--- src/rtl/pipeline_hazard_ctrl.sv ---
// Stall/flush sequencer for the 5-stage pipeline: load-use, EX branch flush, and memory freeze with timeout.
// Optional saturating performance counters are built only when HAZARD_PERF_COUNTERS_EN is defined.
module pipeline_hazard_ctrl #(
    parameter int unsigned MEM_TIMEOUT = 16,
    parameter int unsigned CNT_W       = 32
) (
    input  logic             clk,
    input  logic             rst_n,
    input  logic             memRead_EX,
    input  logic [4:0]       rd_EX,
    input  logic [4:0]       rs1_ID,
    input  logic [4:0]       rs2_ID,
    input  logic             rs1Used_ID,
    input  logic             rs2Used_ID,
    input  logic             branchTaken_EX,
    input  logic             memReq_MEM,
    input  logic             memReady,
    output logic             stallPC,
    output logic             stallIF_ID,
    output logic             flushIF_ID,
    output logic             flushID_EX,
    output logic             stallID_EX,
    output logic             stallEX_MEM,
    output logic             flushMEM_WB,
    output logic             memError,
    output logic [CNT_W-1:0] loadUseCount,
    output logic [CNT_W-1:0] memWaitCount,
    output logic [CNT_W-1:0] flushCount
);

    localparam int unsigned WCNT_W = (MEM_TIMEOUT > 1) ? $clog2(MEM_TIMEOUT) : 1;
    localparam logic [WCNT_W-1:0] WAIT_MAX = WCNT_W'(MEM_TIMEOUT - 1);

    typedef enum logic [1:0] {
        ST_RUN      = 2'd0,
        ST_MEM_WAIT = 2'd1,
        ST_ERROR    = 2'd2
    } state_e;

    state_e              state_r, state_next;
    logic [WCNT_W-1:0]   wait_cnt_r, wait_cnt_next;
    logic                mem_error_r, mem_error_next;
    logic                mem_stall_s;
    logic                load_use_s;
    logic                freeze_s;
    logic                br_flush_s;
    logic                lu_stall_s;

    assign mem_stall_s = memReq_MEM & ~memReady;
    assign load_use_s  = memRead_EX & (rd_EX != 5'd0) &
                         ((rs1Used_ID & (rs1_ID == rd_EX)) | (rs2Used_ID & (rs2_ID == rd_EX)));

    // State, wait counter and sticky error registers.
    always_ff @(posedge clk or negedge rst_n) begin
        if (!rst_n) begin
            state_r     <= ST_RUN;
            wait_cnt_r  <= {WCNT_W{1'b0}};
            mem_error_r <= 1'b0;
        end else begin
            state_r     <= state_next;
            wait_cnt_r  <= wait_cnt_next;
            mem_error_r <= mem_error_next;
        end
    end

    // Next-state and hazard decisions; memory freeze outranks branch flush, which outranks load-use.
    always_comb begin
        state_next     = state_r;
        wait_cnt_next  = wait_cnt_r;
        mem_error_next = mem_error_r;
        freeze_s       = 1'b0;
        br_flush_s     = 1'b0;
        lu_stall_s     = 1'b0;
        case (state_r)
            ST_RUN: begin
                if (mem_stall_s) begin
                    freeze_s      = 1'b1;
                    state_next    = ST_MEM_WAIT;
                    wait_cnt_next = {{(WCNT_W-1){1'b0}}, 1'b1};
                end else if (branchTaken_EX) begin
                    br_flush_s = 1'b1;
                end else if (load_use_s) begin
                    lu_stall_s = 1'b1;
                end else begin
                    lu_stall_s = 1'b0;
                end
            end
            ST_MEM_WAIT: begin
                if (memReady) begin
                    state_next    = ST_RUN;
                    wait_cnt_next = {WCNT_W{1'b0}};
                end else begin
                    freeze_s = 1'b1;
                    if (wait_cnt_r == WAIT_MAX) begin
                        state_next     = ST_ERROR;
                        mem_error_next = 1'b1;
                    end else begin
                        wait_cnt_next = wait_cnt_r + {{(WCNT_W-1){1'b0}}, 1'b1};
                    end
                end
            end
            ST_ERROR: begin
                freeze_s       = 1'b1;
                mem_error_next = 1'b1;
            end
            default: begin
                // An illegal encoding is treated as a fatal memory fault.
                freeze_s       = 1'b1;
                state_next     = ST_ERROR;
                mem_error_next = 1'b1;
            end
        endcase
    end

    assign stallPC     = rst_n & (freeze_s | lu_stall_s);
    assign stallIF_ID  = rst_n & (freeze_s | lu_stall_s);
    assign flushIF_ID  = rst_n & br_flush_s;
    assign flushID_EX  = rst_n & (br_flush_s | lu_stall_s);
    assign stallID_EX  = rst_n & freeze_s;
    assign stallEX_MEM = rst_n & freeze_s;
    assign flushMEM_WB = rst_n & freeze_s;
    assign memError    = mem_error_r;

`ifdef HAZARD_PERF_COUNTERS_EN
    logic [CNT_W-1:0] lu_cnt_r, mw_cnt_r, fl_cnt_r;
    logic             mw_evt_s;

    function automatic logic [CNT_W-1:0] sat_inc(input logic [CNT_W-1:0] v, input logic en);
        if (en && (v != {CNT_W{1'b1}})) begin
            sat_inc = v + {{(CNT_W-1){1'b0}}, 1'b1};
        end else begin
            sat_inc = v;
        end
    endfunction

    assign mw_evt_s = freeze_s & ((state_r == ST_RUN) | (state_r == ST_MEM_WAIT));

    // Saturating event counters.
    always_ff @(posedge clk or negedge rst_n) begin
        if (!rst_n) begin
            lu_cnt_r <= {CNT_W{1'b0}};
            mw_cnt_r <= {CNT_W{1'b0}};
            fl_cnt_r <= {CNT_W{1'b0}};
        end else begin
            lu_cnt_r <= sat_inc(lu_cnt_r, lu_stall_s);
            mw_cnt_r <= sat_inc(mw_cnt_r, mw_evt_s);
            fl_cnt_r <= sat_inc(fl_cnt_r, br_flush_s);
        end
    end

    assign loadUseCount = lu_cnt_r;
    assign memWaitCount = mw_cnt_r;
    assign flushCount   = fl_cnt_r;
`else
    assign loadUseCount = {CNT_W{1'b0}};
    assign memWaitCount = {CNT_W{1'b0}};
    assign flushCount   = {CNT_W{1'b0}};
`endif

endmodule

--- config.mk ---
export PLATFORM = sky130hd
export DESIGN_NAME = pipeline_hazard_ctrl
export DESIGN_NICKNAME = d
export VERILOG_FILES = /design/src/rtl/pipeline_hazard_ctrl.sv
export SDC_FILE = /design/constraint.sdc
export NUM_CORES = 1
export LEC_CHECK = 0
export BUFFER_PORTS_ARGS = -buffer_cell sky130_fd_sc_hd__buf_2
export CAP_MARGIN = 5
export CORE_UTILIZATION = 39
export DETAILED_ROUTE_END_ITERATION = 12
export GPL_TIMING_DRIVEN = 0
export PLACE_DENSITY = 0.86
export SLEW_MARGIN = 25
export SYNTH_ARGS = -nofsm -noshare
export SYNTH_HDL_FRONTEND = slang
export SYNTH_SLANG_ARGS = --single-unit
export TNS_END_PERCENT = 1
--- constraint.sdc ---
create_clock -name clk -period 2.9 [get_ports clk]
set_input_delay 0.58 -clock clk [delete_from_list [all_inputs] [get_ports clk]]
set_output_delay 0.58 -clock clk [all_outputs]
set_load 0.005 [all_outputs]
==> After elaboration in Yosys (flattened, before gate mapping) <==
Index checks and enable logic that the tools add are counted.
{ "word_totals": {"regBits": 7, "in_bits": 23, "output_inout_bits": 104, "elab_cells": 56} }
{ "classes": {"n_addsub": 1, "n_eq_ne": 10, "n_mux": 21, "bitwise": 15, "reduce_logical": 6} }
{ "op_table": {"columns": ["operator", "count"], "rows": [
  ["2-to-1 mux 4 bit", 3],
  ["2-to-1 mux 1 bit", 11],
  ["equality test 5 bit", 2],
  ["AND 1 bit", 9],
  ["AND reduction 3 bit", 3],
  ["one-hot mux 4 bit (2 select lines)", 1],
  ["2-to-1 mux 2 bit", 3],
  ["inequality test 2 bit, second input constant", 3],
  ["inequality test 3 bit, second input constant", 2],
  ["one-hot mux 2 bit (3 select lines)", 1],
  ["nonzero test 5 bit", 1],
  ["adder 4 x 1 -> 4 bit, second input constant", 1],
  ["equality test 4 bit, second input constant", 1],
  ["one-hot mux 1 bit (2 select lines)", 2],
  ["inverter 1 bit", 3],
  ["bitwise OR 1 bit", 3],
  ["equality test 2 x 1 -> 1 bit, second input constant", 1],
  ["equality test 2 bit, second input constant", 1],
  ["logical NOT 2 bit", 1],
  ["nonzero test 2 bit", 1]
]} }

==> Longest topological paths before layout <==
{ "logic_depth": {"ltp_word": 10, "mapped_depth": 5, "ltp_nobuf": 5} }

==> Least setup slack after synthesis <==
No wires, ideal clock.
{ "synth_path": {"kind": "input -> output", "start": "input rd_EX[3]", "end": "output stallPC", "arrival_ns": 1.559, "t_required_ns": 2.320, "setup_slack_ns": 0.761, "cell_stages": 5, "path_buffers": 1, "cell_sequence": "xor2_1 nor4_2 a32oi_1 o31ai_2 buf_4"} }
{ "synth_between": {"elab_chain_len": 10, "elab_cells_between_ends": 14, "cone_classes": "eq/ne (2); mux (4); bitwise (7); reduce/logical (1)"} }
{ "synth_rtl": {"columns": ["element", "line_no", "rtl"], "rows": [
  ["start, declared", "10", "input logic [4:0] rd_EX,"],
  ["equality test 5 bit", "51", "((rs1Used_ID & (rs1_ID == rd_EX)) | (rs2Used_ID & (rs2_ID == rd_EX)));"],
  ["AND 1 bit", "51", null],
  ["bitwise OR 1 bit", "51", null],
  ["AND 1 bit *", "50", "assign load_use_s = memRead_EX & (rd_EX != 5'd0) &"],
  ["2-to-1 mux 1 bit *", "82", "end else if (load_use_s) begin"],
  ["2-to-1 mux 1 bit *", "80", "end else if (branchTaken_EX) begin"],
  ["2-to-1 mux 1 bit *", "76", "if (mem_stall_s) begin"],
  ["2-to-1 mux 1 bit *", "74", "case (state_r)"],
  ["bitwise OR 1 bit *", null, null],
  ["AND 1 bit *", null, null],
  ["end, declared", "18", "output logic stallPC,"]
]} }
Mark *: on every way between the ends. The rest lies on a longest branch, timed or not.

==> Worst setup path in the final report <==
{ "layout_path": {"start": "input rd_EX[3]", "end": "output stallPC"} }
{ "layout_between": {"elab_chain_len": 10, "elab_cells_between_ends": 14, "cone_classes": "eq/ne (2); mux (4); bitwise (7); reduce/logical (1)"} }
{ "layout_rtl": {"columns": ["element", "line_no", "rtl"], "rows": [
  ["equality test 5 bit", "51", null],
  ["AND 1 bit", "51", null],
  ["bitwise OR 1 bit", "51", null],
  ["AND 1 bit *", "50", null],
  ["2-to-1 mux 1 bit *", "82", null],
  ["2-to-1 mux 1 bit *", "80", null],
  ["2-to-1 mux 1 bit *", "76", null],
  ["2-to-1 mux 1 bit *", "74", null],
  ["bitwise OR 1 bit *", "115", "assign stallPC = rst_n & (freeze_s | lu_stall_s);"],
  ["AND 1 bit *", "115", null]
]} }
Marked as above.

==> impl.org <==
** Place
- HPWL after DPL :: 2.181 mm
- At the end of routability-driven placement, the weighted congestion stood at 0.7309.
- The count of buffers added on input and output ports is 30.

** Detailed routing
- Remaining antenna violation count after routing :: 0
- DRT iter0 DRCs :: 23
- Dividing the detail-routed wire length by the instance count gives 7.160 um.
- Before antenna repair, the detailed router went through 4 iterations.
- After detailed routing, the number of remaining DRC violations is 0.
- Using the TritonRoute via totals, the vias-per-cell ratio works out to 3.347.
- Total via count in the routed design :: 1108
- Final routed wirelength across all metal layers :: 2.370 mm

** Timing
- The count of final hold-check violations came to 0.
- Unrepaired setup endpoints after global routing :: no
- The smallest clock period supported by the final layout is computed as 2.397 ns.
- On the final layout, the worst clock skew is 0.006317 ns.
- Hold WS :: 0.1499 ns
- Final number of setup-violating endpoints :: 0
- For the final routed database, the setup TNS stands at 0 ns.
- Final period util :: 82.65%
- The number of pins with negative max-slew slack in the final report was 0.
- Static timing analysis puts the maximum clock frequency at 417.2 MHz.

** Setup path
- Kind of cell adding the most delay to the critical path :: compound AO/OA/AOI/OAI gates
- Crit path depth :: 7
- In this design, the stage delay of the slowest critical-path cell is 0.27 ns.
- Critical Path Slowest Stage Cell :: o31ai_2
- The worst setup path is launched from a primary input.
- Crit Path Max Fanout :: 3
- Internal reg-to-reg setup slack :: 1.49 ns
- Cells traversed along the worst timing path :: buf_2 > xor2_1 > nor4_2 > a32oi_1 > o31ai_2 > buf_4 > buf_2
- The worst setup path is captured at an output pin.
- Counting both buffers and inverters, the worst setup path holds a total of 3.
- For the worst setup path, the data required time is 2.32 ns.
- Counting stages on the worst path, the most repeated cell is buf_2.
- Data arrives at the worst endpoint at 1.82 ns.
- For the worst flop-to-flop path, the logic depth is 3.
- In this run the critical register-to-register path is captured at state_r[0].
- The worst register-to-register path begins at wait_cnt_r[0].
- Critical path class :: primary input to output pin

** Power and ir drop
- Register share of total power :: 26.6%
- Peak ir drop on the vdd network :: 0.2117 mV
- Total power per unit cell area :: 196.4 nW/um^2
- The share of total power dissipated in combinational logic is 48.1%.
- In this run switching power makes up 30.07% of total power.
- Cell internal power was estimated by the tool at 256.7 uW.
- After layout, the design draws a total of 367.1 uW.
- Leakage power summed over all cells :: 0.001199 uW
- Per report_power, the clock group accounts for 25.3% of the total.
- Summed over all nets, the switching power comes to 110.4 uW.

** CTS
- CTS built an H-tree with a depth of 1.
- TritonCTS built the clock tree.
- For this design, the sink count on the clock tree is 7.
- Hold buffers post-CTS :: 0
- Once the clock tree was built, the resizer swapped 0 gates to a different size.
- Clock-pin slew was measured on the worst setup and hold paths at 0.06 ns.
- At the later pin of the worst-skew pair, clock insertion delay measures 0.26 ns.
- Clock tree synthesis selected as its root buffer the cell clkbuf_4.
- Counting along the longest clock path gives a buffer depth of 2.
- Number of buffers added for setup after CTS :: 0
- CTS buffer count :: 3

** Synthesis
- Most used flip-flop cell after synthesis :: dfrtp_1
- The average instance in the mapped netlist occupies 8.109 um^2.
- Synthesis instantiated 32 different standard cells from the library.
- Register area share after synthesis :: 13.67%
- The synthesized design contains 7 register bits.
- Post-synthesis cell area :: 1281 um^2
- Counting flops with a built-in enable in the synthesized netlist gives 0.
- Async S/R FF share, synth :: 100.0%
- Synth top area cells :: buf_4 58%, dfrtp_1 14%, xor2_1 5.5%
- The synthesized design spends more area on one cell type than any other, namely buf_4.
- Post-synth top cells :: 99 x buf_4, 8 x xor2_1, 7 x dfrtp_1
- Post-synthesis cell count :: 158
- By instance count, the leading cell after synthesis is buf_4.
- Synth warnings :: 0
- Top-area cell type share of the netlist area :: 58.01%

** Run
- The tool flagged a number of max-cap violations equal to 0.

** Floorplan
- In this run the vertical extent of the chip is 59.32 um.
- Area of the die :: 3518 um^2
- Rows :: 20
- Starting density of the core :: 41.63%
- During I/O placement, the number of pins put on the boundary was 127.
- From left edge to right edge, the die measures 59.32 um.
- Std-Cell Core Area :: 3078 um^2

** GRT
- The first global-routing pass estimated 3.422 mm of wire.
- Global-route total usage across every layer :: 12.89%
- The via count of the first global-routing pass is 848.
- Largest net degree at the start of global routing :: 10
- The initial antenna violation count was 0.
- After global routing the overflow that remains totals 0.

** Final layout
- At the end of the flow, the number of nets in the layout was 312.
- Final Core Density :: 60.73%
- Compared with the post-synthesis result, the final layout area differs by 45.90%.
- Number of inserted diodes :: 0
- Cells with a size suffix above 1 make up 47.74% of the layout.

** Worst hold path
- The tightest min-delay check is of the primary input to async pin type.

** Outcome
- Status :: finished clean
## layer usage
metal  vias up  wire length [um]  track usage, %
li1        574                 -               -
met1       458               709           11.62
met2        73              1281           25.68
met3         3               359           4.367
met4         0                20           5.102
met5         -                 0               0
## kinds of logic (layout without fill, tap and decap cells)
logic type,count (synthesis),in the layout,synth area share (%)
flops,7,7,13.67
compound gates,14,14,8.105
fa+ha+maj,1,1,0.9764
simple gates,23,23,10.84
other cells,1,96,0.2927
buf+inv,101,135,58.59
xor+xnor,11,11,7.520
## worst max-delay path by stage
stage                   from       to  slack (ns)
detailed placement  rd_EX[3]  stallPC        0.47
global route        rd_EX[3]  stallPC        0.41
finish              rd_EX[3]  stallPC        0.50
CTS                 rd_EX[3]  stallPC        0.46
global placement    rd_EX[3]  stallPC        0.48
floorplan           rd_EX[3]  stallPC        0.76
## power by group through the flow
stage,Clock (uW),Combinational (uW),Sequential (uW)
after CTS,95.9,170,97.7
after global routing,102,197,97.6
after global placement,0,169,99.5
final,92.8,177,97.8
after detailed placement,0,169,99.5
after floorplan,0,141,99.5
## per-stage QoR
stage | setup slack, ns | instances | cell area (um^2)
4_1_cts | 0.4622 | 331 | 1869
2_1_floorplan | 0.7615 | 253 | 1638
3_3_place_gp | 0.4836 | 327 | 1843
3_5_place_dp | 0.4674 | 327 | 1843
5_1_grt | 0.4101 | 331 | 1869
6_report | 0.5032 | 331 | 1869
## layout make-up
type | instances | area, um^2
multi-input combinational | 145 | 711.9
buffer | 99 | 743.2
timing repair buffer | 30 | 150.1
clock buffer | 4 | 26.28
fill | 289 | 1209
tap | 44 | 55.05
inverter | 2 | 7.507
sequential | 7 | 175.2
## flip-flops by register name (all words and copies together), names as in the netlist
name        cells
memError        1
state_r         2
wait_cnt_r      4
## placed cells by master (no fill, tap or decap)
cell       count
a2111oi_0      1
a21oi_1        1
a22o_1         1
a32oi_1        1
and2_0         1
and2_1         1
and3_1         1
buf_2         30
buf_4         99
clkbuf_1       1
clkbuf_4       3
conb_1        96
dfrtp_1        7
ha_1           1
inv_1          2
nand2_1        3
nand2b_1       2
nand3_1        2
nand3b_1       1
nor2_1         4
nor2b_1        1
nor3_1         2
nor4_1         1
nor4_2         1
nor4b_2        1
o211ai_2       1
o21ai_0        5
o21bai_1       1
o221ai_1       1
o22ai_1        1
o31ai_2        1
or2_2          1
or4_1          1
xnor2_1        3
xor2_1         8
(Power assumes the default switching activity.)
